## src/rtl/hazard_detect_unit_if.sv

```systemverilog
// rtl/hazard_detect_unit_if.sv - hazard unit pipeline-side signal bundle
interface hazard_detect_unit_if;
    logic [4:0] ID_Rs;
    logic [4:0] ID_Rt;
    logic       ID_UseRt;
    logic       ID_Jump;
    logic       ID_Branch;
    logic [4:0] EX_Rw;
    logic       EX_MemRead;
    logic       PCWrite;
    logic       IFWrite;
    logic       Bubble;

    // Pipeline side: supplies ID/EX decode info, consumes the stall/flush controls
    modport master (
        output ID_Rs, ID_Rt, ID_UseRt, ID_Jump, ID_Branch, EX_Rw, EX_MemRead,
        input  PCWrite, IFWrite, Bubble
    );

    // Hazard unit side
    modport slave (
        input  ID_Rs, ID_Rt, ID_UseRt, ID_Jump, ID_Branch, EX_Rw, EX_MemRead,
        output PCWrite, IFWrite, Bubble
    );
endinterface

```

## src/rtl/hazard_detect_unit.sv

```systemverilog
// rtl/hazard_detect_unit.sv - load-use/jump/branch stall and flush controller (optional HAZARD_STALL_CNT_EN)
module hazard_detect_unit (
    input  logic                 CLK,
    input  logic                 Reset_L,
    hazard_detect_unit_if.slave  hz
`ifdef HAZARD_STALL_CNT_EN
    ,
    output logic [15:0]          StallCount
`endif
);

    typedef enum logic [2:0] {
        NO_HAZ   = 3'd0,
        JUMP     = 3'd1,
        BR_EX    = 3'd2,
        BR_FETCH = 3'd3
    } state_t;

    state_t state;
    state_t nextState;
    logic   loadUse;
    logic   pcWrite;
    logic   ifWrite;
    logic   bubble;

    // A load in EX whose destination feeds the ID instruction; $zero never creates a hazard
    assign loadUse = hz.EX_MemRead && (hz.EX_Rw != 5'd0) &&
                     ((hz.EX_Rw == hz.ID_Rs) || (hz.ID_UseRt && (hz.EX_Rw == hz.ID_Rt)));

    // Mealy outputs and next state; unused encodings fall to the safe stall defaults
    always_comb begin
        pcWrite   = 1'b0;
        ifWrite   = 1'b0;
        bubble    = 1'b1;
        nextState = NO_HAZ;
        case (state)
            NO_HAZ: begin
                if (loadUse) begin
                    pcWrite   = 1'b0;
                    ifWrite   = 1'b0;
                    bubble    = 1'b1;
                    nextState = NO_HAZ;
                end else if (hz.ID_Jump) begin
                    pcWrite   = 1'b1;
                    ifWrite   = 1'b1;
                    bubble    = 1'b0;
                    nextState = JUMP;
                end else if (hz.ID_Branch) begin
                    pcWrite   = 1'b0;
                    ifWrite   = 1'b1;
                    bubble    = 1'b0;
                    nextState = BR_EX;
                end else begin
                    pcWrite   = 1'b1;
                    ifWrite   = 1'b1;
                    bubble    = 1'b0;
                    nextState = NO_HAZ;
                end
            end
            JUMP: begin
                pcWrite   = 1'b1;
                ifWrite   = 1'b1;
                bubble    = 1'b1;
                nextState = NO_HAZ;
            end
            BR_EX: begin
                pcWrite   = 1'b1;
                ifWrite   = 1'b0;
                bubble    = 1'b1;
                nextState = BR_FETCH;
            end
            BR_FETCH: begin
                pcWrite   = 1'b1;
                ifWrite   = 1'b1;
                bubble    = 1'b1;
                nextState = NO_HAZ;
            end
            default: begin
                pcWrite   = 1'b0;
                ifWrite   = 1'b0;
                bubble    = 1'b1;
                nextState = NO_HAZ;
            end
        endcase
        // Reset holds the pipeline frozen with a bubble regardless of state
        if (!Reset_L) begin
            pcWrite = 1'b0;
            ifWrite = 1'b0;
            bubble  = 1'b1;
        end
    end

    assign hz.PCWrite = pcWrite;
    assign hz.IFWrite = ifWrite;
    assign hz.Bubble  = bubble;

    // State register; reset abandons any jump/branch sequence in flight
    always_ff @(posedge CLK or negedge Reset_L) begin
        if (!Reset_L) begin
            state <= NO_HAZ;
        end else begin
            state <= nextState;
        end
    end

`ifdef HAZARD_STALL_CNT_EN
    logic [15:0] stallCnt;

    // Count every lost cycle (PC held or bubble injected), saturating at all-ones
    always_ff @(posedge CLK or negedge Reset_L) begin
        if (!Reset_L) begin
            stallCnt <= 16'd0;
        end else if ((!pcWrite || bubble) && (stallCnt != 16'hFFFF)) begin
            stallCnt <= stallCnt + 16'd1;
        end
    end

    assign StallCount = stallCnt;
`endif

endmodule
```

## src/flat_wrapper.sv

```systemverilog
// flat-port wrapper written by rule: the top's interface ports become plain ports
module hazard_detect_unit_flat 
  (CLK, Reset_L, hz_ID_Rs, hz_ID_Rt, hz_ID_UseRt, hz_ID_Jump, hz_ID_Branch, hz_EX_Rw, hz_EX_MemRead, hz_PCWrite, hz_IFWrite, hz_Bubble);
  hazard_detect_unit_if hz_i ();
  input  logic CLK;
  input  logic Reset_L;
  input wire logic [$bits(hz_i.ID_Rs)-1:0] hz_ID_Rs;
  input wire logic [$bits(hz_i.ID_Rt)-1:0] hz_ID_Rt;
  input wire logic [$bits(hz_i.ID_UseRt)-1:0] hz_ID_UseRt;
  input wire logic [$bits(hz_i.ID_Jump)-1:0] hz_ID_Jump;
  input wire logic [$bits(hz_i.ID_Branch)-1:0] hz_ID_Branch;
  input wire logic [$bits(hz_i.EX_Rw)-1:0] hz_EX_Rw;
  input wire logic [$bits(hz_i.EX_MemRead)-1:0] hz_EX_MemRead;
  output wire logic [$bits(hz_i.PCWrite)-1:0] hz_PCWrite;
  output wire logic [$bits(hz_i.IFWrite)-1:0] hz_IFWrite;
  output wire logic [$bits(hz_i.Bubble)-1:0] hz_Bubble;
  assign hz_i.ID_Rs = hz_ID_Rs;
  assign hz_i.ID_Rt = hz_ID_Rt;
  assign hz_i.ID_UseRt = hz_ID_UseRt;
  assign hz_i.ID_Jump = hz_ID_Jump;
  assign hz_i.ID_Branch = hz_ID_Branch;
  assign hz_i.EX_Rw = hz_EX_Rw;
  assign hz_i.EX_MemRead = hz_EX_MemRead;
  assign hz_PCWrite = hz_i.PCWrite;
  assign hz_IFWrite = hz_i.IFWrite;
  assign hz_Bubble = hz_i.Bubble;
  hazard_detect_unit u_core (.CLK(CLK), .Reset_L(Reset_L), .hz(hz_i));
endmodule
```

## config.mk

```make
export PLATFORM = sky130hd
export DESIGN_NAME = hazard_detect_unit_flat
export DESIGN_NICKNAME = d
export VERILOG_FILES = /design/src/rtl/hazard_detect_unit_if.sv /design/src/rtl/hazard_detect_unit.sv /design/src/flat_wrapper.sv
export SDC_FILE = /design/constraint.sdc
export NUM_CORES = 1
export LEC_CHECK = 0
export CORE_AREA = 2 2 39 41
export DETAILED_ROUTE_END_ITERATION = 8
export DIE_AREA = 0 0 41 43
export DONT_BUFFER_PORTS = 1
export PLACE_DENSITY = 0.35
export SLEW_MARGIN = 10
export SYNTH_ARGS = -nofsm -noshare
export SYNTH_HDL_FRONTEND = slang
export SYNTH_SLANG_ARGS = --single-unit
```

## constraint.sdc

```tcl
create_clock -name CLK -period 3.13 [get_ports CLK]
set_clock_uncertainty 0.05 [all_clocks]
set_input_delay 0.626 -clock CLK [delete_from_list [all_inputs] [get_ports CLK]]
set_output_delay 0.626 -clock CLK [all_outputs]
set_load 0.1 [all_outputs]
```

* Word level (Yosys, flattened, before mapping)
Index checks and enable logic that the tools add are counted.
** Cells by class
- Eq/ne operators :: 5
- Reduce and logical (&&, ||, !) cells :: 8
- Muxes and demuxes :: 15
** Operators with widths (count)
- equality test 5 bit :: 2
- 2-to-1 mux 1 bit :: 9
- equality test 3 x 2 -> 1 bit (second input constant) :: 2
- 2-to-1 mux 3 bit :: 2
- case mux 3 bit (2 select lines) :: 1
- nonzero test 5 bit :: 1
- case mux 1 bit (2 select lines) :: 2
- equality test 3 x 1 -> 1 bit (second input constant) :: 1
- logical AND 1 bit :: 3
- zero test 3 bit :: 1
- OR reduction 3 bit :: 1
- 2-to-1 mux 2 bit :: 1
- OR reduction 2 bit :: 1
- logical OR 1 bit :: 1
** Storage, ports and cells
- Input port bits :: 21
- Flip-flop bits (word level) :: 3
- Logic and storage cells :: 29

* Longest topological paths before layout
- Depth in word-level cells :: 7
- Depth in mapped cells :: 4

* Least setup slack after synthesis
Ideal clock, no wire load.
- Path type :: input to output
- Start point :: in hz_EX_Rw[1]
- End point :: out hz_PCWrite
- Setup slack :: -0.446 ns
- Cell stages on the path :: 4
- Data arrival time :: 2.900 ns
- Required time :: 2.454 ns
- Cells stage by stage :: or4_1 > o21ai_2 > nor3_1 > a21oi_1
** On the way
- Longest elaborated chain between the ends :: 7
- Elaborated cells on any way between the ends :: 10
- Those cells by class :: eq/ne: 2; mux: 3; reduce/logical: 5
** Ends and longest elaborated chain
- from (decl) :: RTL line flat_wrapper.sv:12 : input wire logic [$bits(hz_i.EX_Rw)-1:0] hz_EX_Rw;
- equality test 5 bit :: RTL line hazard_detect_unit.sv:28 : ((hz.EX_Rw == hz.ID_Rs) || (hz.ID_UseRt && (hz.EX_Rw == hz.ID_Rt)));
- logical AND 1 bit :: RTL line hazard_detect_unit.sv:28
- logical OR 1 bit :: RTL line hazard_detect_unit.sv:28
- logical AND 1 bit (*) :: RTL line hazard_detect_unit.sv:27 : assign loadUse = hz.EX_MemRead && (hz.EX_Rw != 5'd0) &&
- 2-to-1 mux 1 bit (*) :: RTL line hazard_detect_unit.sv:38 : if (loadUse) begin
- case mux 1 bit (2 select lines) (*) :: RTL line hazard_detect_unit.sv:36 : case (state)
- 2-to-1 mux 1 bit (*) :: RTL line hazard_detect_unit.sv:86 : if (!Reset_L) begin
- to (decl) :: RTL line flat_wrapper.sv:14 : output wire logic [$bits(hz_i.PCWrite)-1:0] hz_PCWrite;
Every way passes the cells marked *; elsewhere a longest branch is shown, timed or not.

* Worst setup path in the final report
- Start point :: in hz_EX_Rw[1]
- End point :: out hz_IFWrite
** On the way
- Longest elaborated chain between the ends :: 7
- Elaborated cells on any way between the ends :: 10
- Those cells by class :: eq/ne: 2; mux: 3; reduce/logical: 5
** Ends and longest elaborated chain
- equality test 5 bit :: RTL line hazard_detect_unit.sv:28
- logical AND 1 bit :: RTL line hazard_detect_unit.sv:28
- logical OR 1 bit :: RTL line hazard_detect_unit.sv:28
- logical AND 1 bit (*) :: RTL line hazard_detect_unit.sv:27
- 2-to-1 mux 1 bit (*) :: RTL line hazard_detect_unit.sv:38
- case mux 1 bit (2 select lines) (*) :: RTL line hazard_detect_unit.sv:36
- 2-to-1 mux 1 bit (*) :: RTL line hazard_detect_unit.sv:86
- to (decl) :: RTL line flat_wrapper.sv:15 : output wire logic [$bits(hz_i.IFWrite)-1:0] hz_IFWrite;
Marked as above.

==> flow_summary.yaml <==
cells_and_area:
  num_antenna_cells: 0
  final_util: 0.281
  reg_top3: "u_core.state (2)"
  final_area_um2: 389
  fin_cells: 55
  drive_above_1_share: 0.385
  top_register: "u_core.state"
  largest_reg_flops: 2
  area_growth_pct: 42.7
  nNetsFinal: 62
clocking:
  cts_buffers: 3
  cts_resized: 0
  tritoncts: "yes"
  clk_path_buf_depth: 2
  cts_root_buf: "clkbuf_4"
  post-cts-setup-buffers: 0
  cts_hold_buf: 0
  clk_latency_ns: 0.22
  htree_levels: 1
  clk_pin_slew_ns: 0.03
  cts.sinks: 2
global_routing:
  grt_max_degree: 7
  grt_pass1_wl_um: 1040
  grt_pass1_vias: 283
  gr-total-overflow: 0
  track_usage: 0.0874
  antenna_found_initial: 0
worst_setup_path:
  endpoint_kind: "primary output"
  worst-path-max-fanout: 4
  r2r_setup_slack_ns: 2.23
  worst-setup-path-type: "in -> out"
  start_kind: "input port"
  cp.arrival_ns: 1.93
  crit_required_ns: 2.45
power_and_ir_drop:
  cellPowerDensity_mw_per_mm2: 603
  p_sw_frac: 0.464
  clkPwrFrac: 0.236
  power_frac_seq: 0.211
  power_uw: 234
  p_leak_uw: 0.000149
  internal_power_uw: 126
  power.switching_uw: 109
  p_comb_frac: 0.553
  peakVddDrop_v: 0.0000977
sta:
  fin_crit_ns: 2.61
  rsz0062_at_grt: "no"
  slew_headroom: 0.652
  period_share: 0.833
  hold_viol: 0
  slew_violations: 0
  tns_ns: 0
  max_freq_mhz: 384
  setup_viol: 0
  tightest_slew_ns: 0.524
synth:
  yosysMostFrequentCell: "xnor2_1"
  synth.cell_area_um2: 273
  async_reset_ff_frac: 1.00
  yosys.area.top_type: "xnor2_1"
  synth_compound_area_frac: 0.280
  synth_top_family_by_area: "XOR/XNOR gates"
  synth_fp_nets: 55
  synth_xor_area_frac: 0.321
  synth_cell_types: 19
  synth-seq-cells: 2
  synth_adder_area_share: 0
  syn_area_per_cell_um2: 8.02
  postSynthCellCount: 34
  yosys_warnings: 0
  synth-edff-count: 0
  synthFlopType: "dfrtp_1"
  synth_area_leaders: "xnor2_1 (32%), dfrtp_1 (18%), a211oi_1 (5.5%)"
  synthSimpleGateAreaFrac: 0.188
  seq_area_frac_synth: 0.183
  synth_top_area_frac: 0.321
  synth_mux_area_frac: 0
floorplan:
  die_x_um: 41
  coreArea_mm2: 0.00138
  rows: 14
  ios: 24
  die_h_um: 43
  dieArea_mm2: 0.00176
  initial_utilization: 0.197
detailed_routing:
  drtIter0Drc: 1
  firstDrtPassIters: 2
  routed_wl_um: 641
  drc_errors: 0
  vias: 276
  drtAntennaViolNets: 0
  via_per_inst: 5.02
  routedWlPerCell_um: 11.7
place:
  place_area_um2: 367
  gp_congestion: 0.580
  dp.cells: 52
  port_buffers: 0
min_path:
  hold_class: "in -> async"
flow_run:
  cap_violations: 0
status:
  outcome: "complete, no violations"
[power by group through the flow]
| stage | Sequential, µW | Clock (µW) | Combinational [µW] |
|---|---|---|---|
| finish | 49.5 | 55.3 | 130 |
| global route | 51.5 | 61.4 | 139 |
| CTS | 49.5 | 58.5 | 131 |
| detailed placement | 49.8 | 0 | 131 |
| global placement | 49.1 | 0 | 129 |
| floorplan | 46.2 | 0 | 105 |
[through the flow]
stage | hold WS, ns | setup WS [ns]
floorplan | 0.280 | -0.0792
global placement | 0.281 | 0.538
detailed placement | 0.281 | 0.517
CTS | 0.0428 | 0.514
global route | 0.0353 | 0.491
finish | 0.0519 | 0.523
[cell families after synthesis]
family / Yosys count
buffers and inverters: 2
XOR/XNOR: 10
AND/OR/NAND/NOR: 10
flip-flops: 2
AO/OA/AOI/OAI: 10
[routing by layer]
metal,routed length [µm],GRT usage,share of wire
met1,250,0.0935,0.39
met2,328,0.141,0.51
met3,62,0.00524,0.097
met4,0,0.0800,0
met5,0,0,0
[cells in the final DEF, fill, tap and decap left out, drive strengths merged, types with 2 or more instances in the layout]
cell type | netlist | layout
nor2 | 3 | 3
nand2 | 2 | 2
clkbuf | 0 | 4
xnor2 | 10 | 10
a211oi | 2 | 2
a21oi | 2 | 2
dfrtp | 2 | 2
inv | 2 | 2
[final cells by class]
| type | instances | area, µm² |
|---|---|---|
| fillers | 146 | 995 |
| multi-input cells | 30 | 256 |
| flip-flops and latches | 2 | 50.0 |
| repair buffers | 2 | 32.5 |
| clock buffers | 3 | 22.5 |
| well taps | 16 | 20.0 |
| inverters | 2 | 7.51 |
[worst max-delay path: stages]
cell and delay (ns):
or4_1 0.54, o21ai_2 0.22, o311a_2 0.54
[final timing paths]
path | startpoint | endpoint | cells past startpoint
setup / recovery | hz_EX_Rw[1] | hz_IFWrite | 3
hold / removal | Reset_L | u_core.state[1] | 0
setup reg to reg | u_core.state[1] | u_core.state[0] | 2
hold reg to reg | u_core.state[0] | u_core.state[1] | 1
max in group asynchronous | Reset_L | u_core.state[0] | 0
min in group CLK | u_core.state[0] | u_core.state[1] | 1
(Power assumes the default switching activity.)
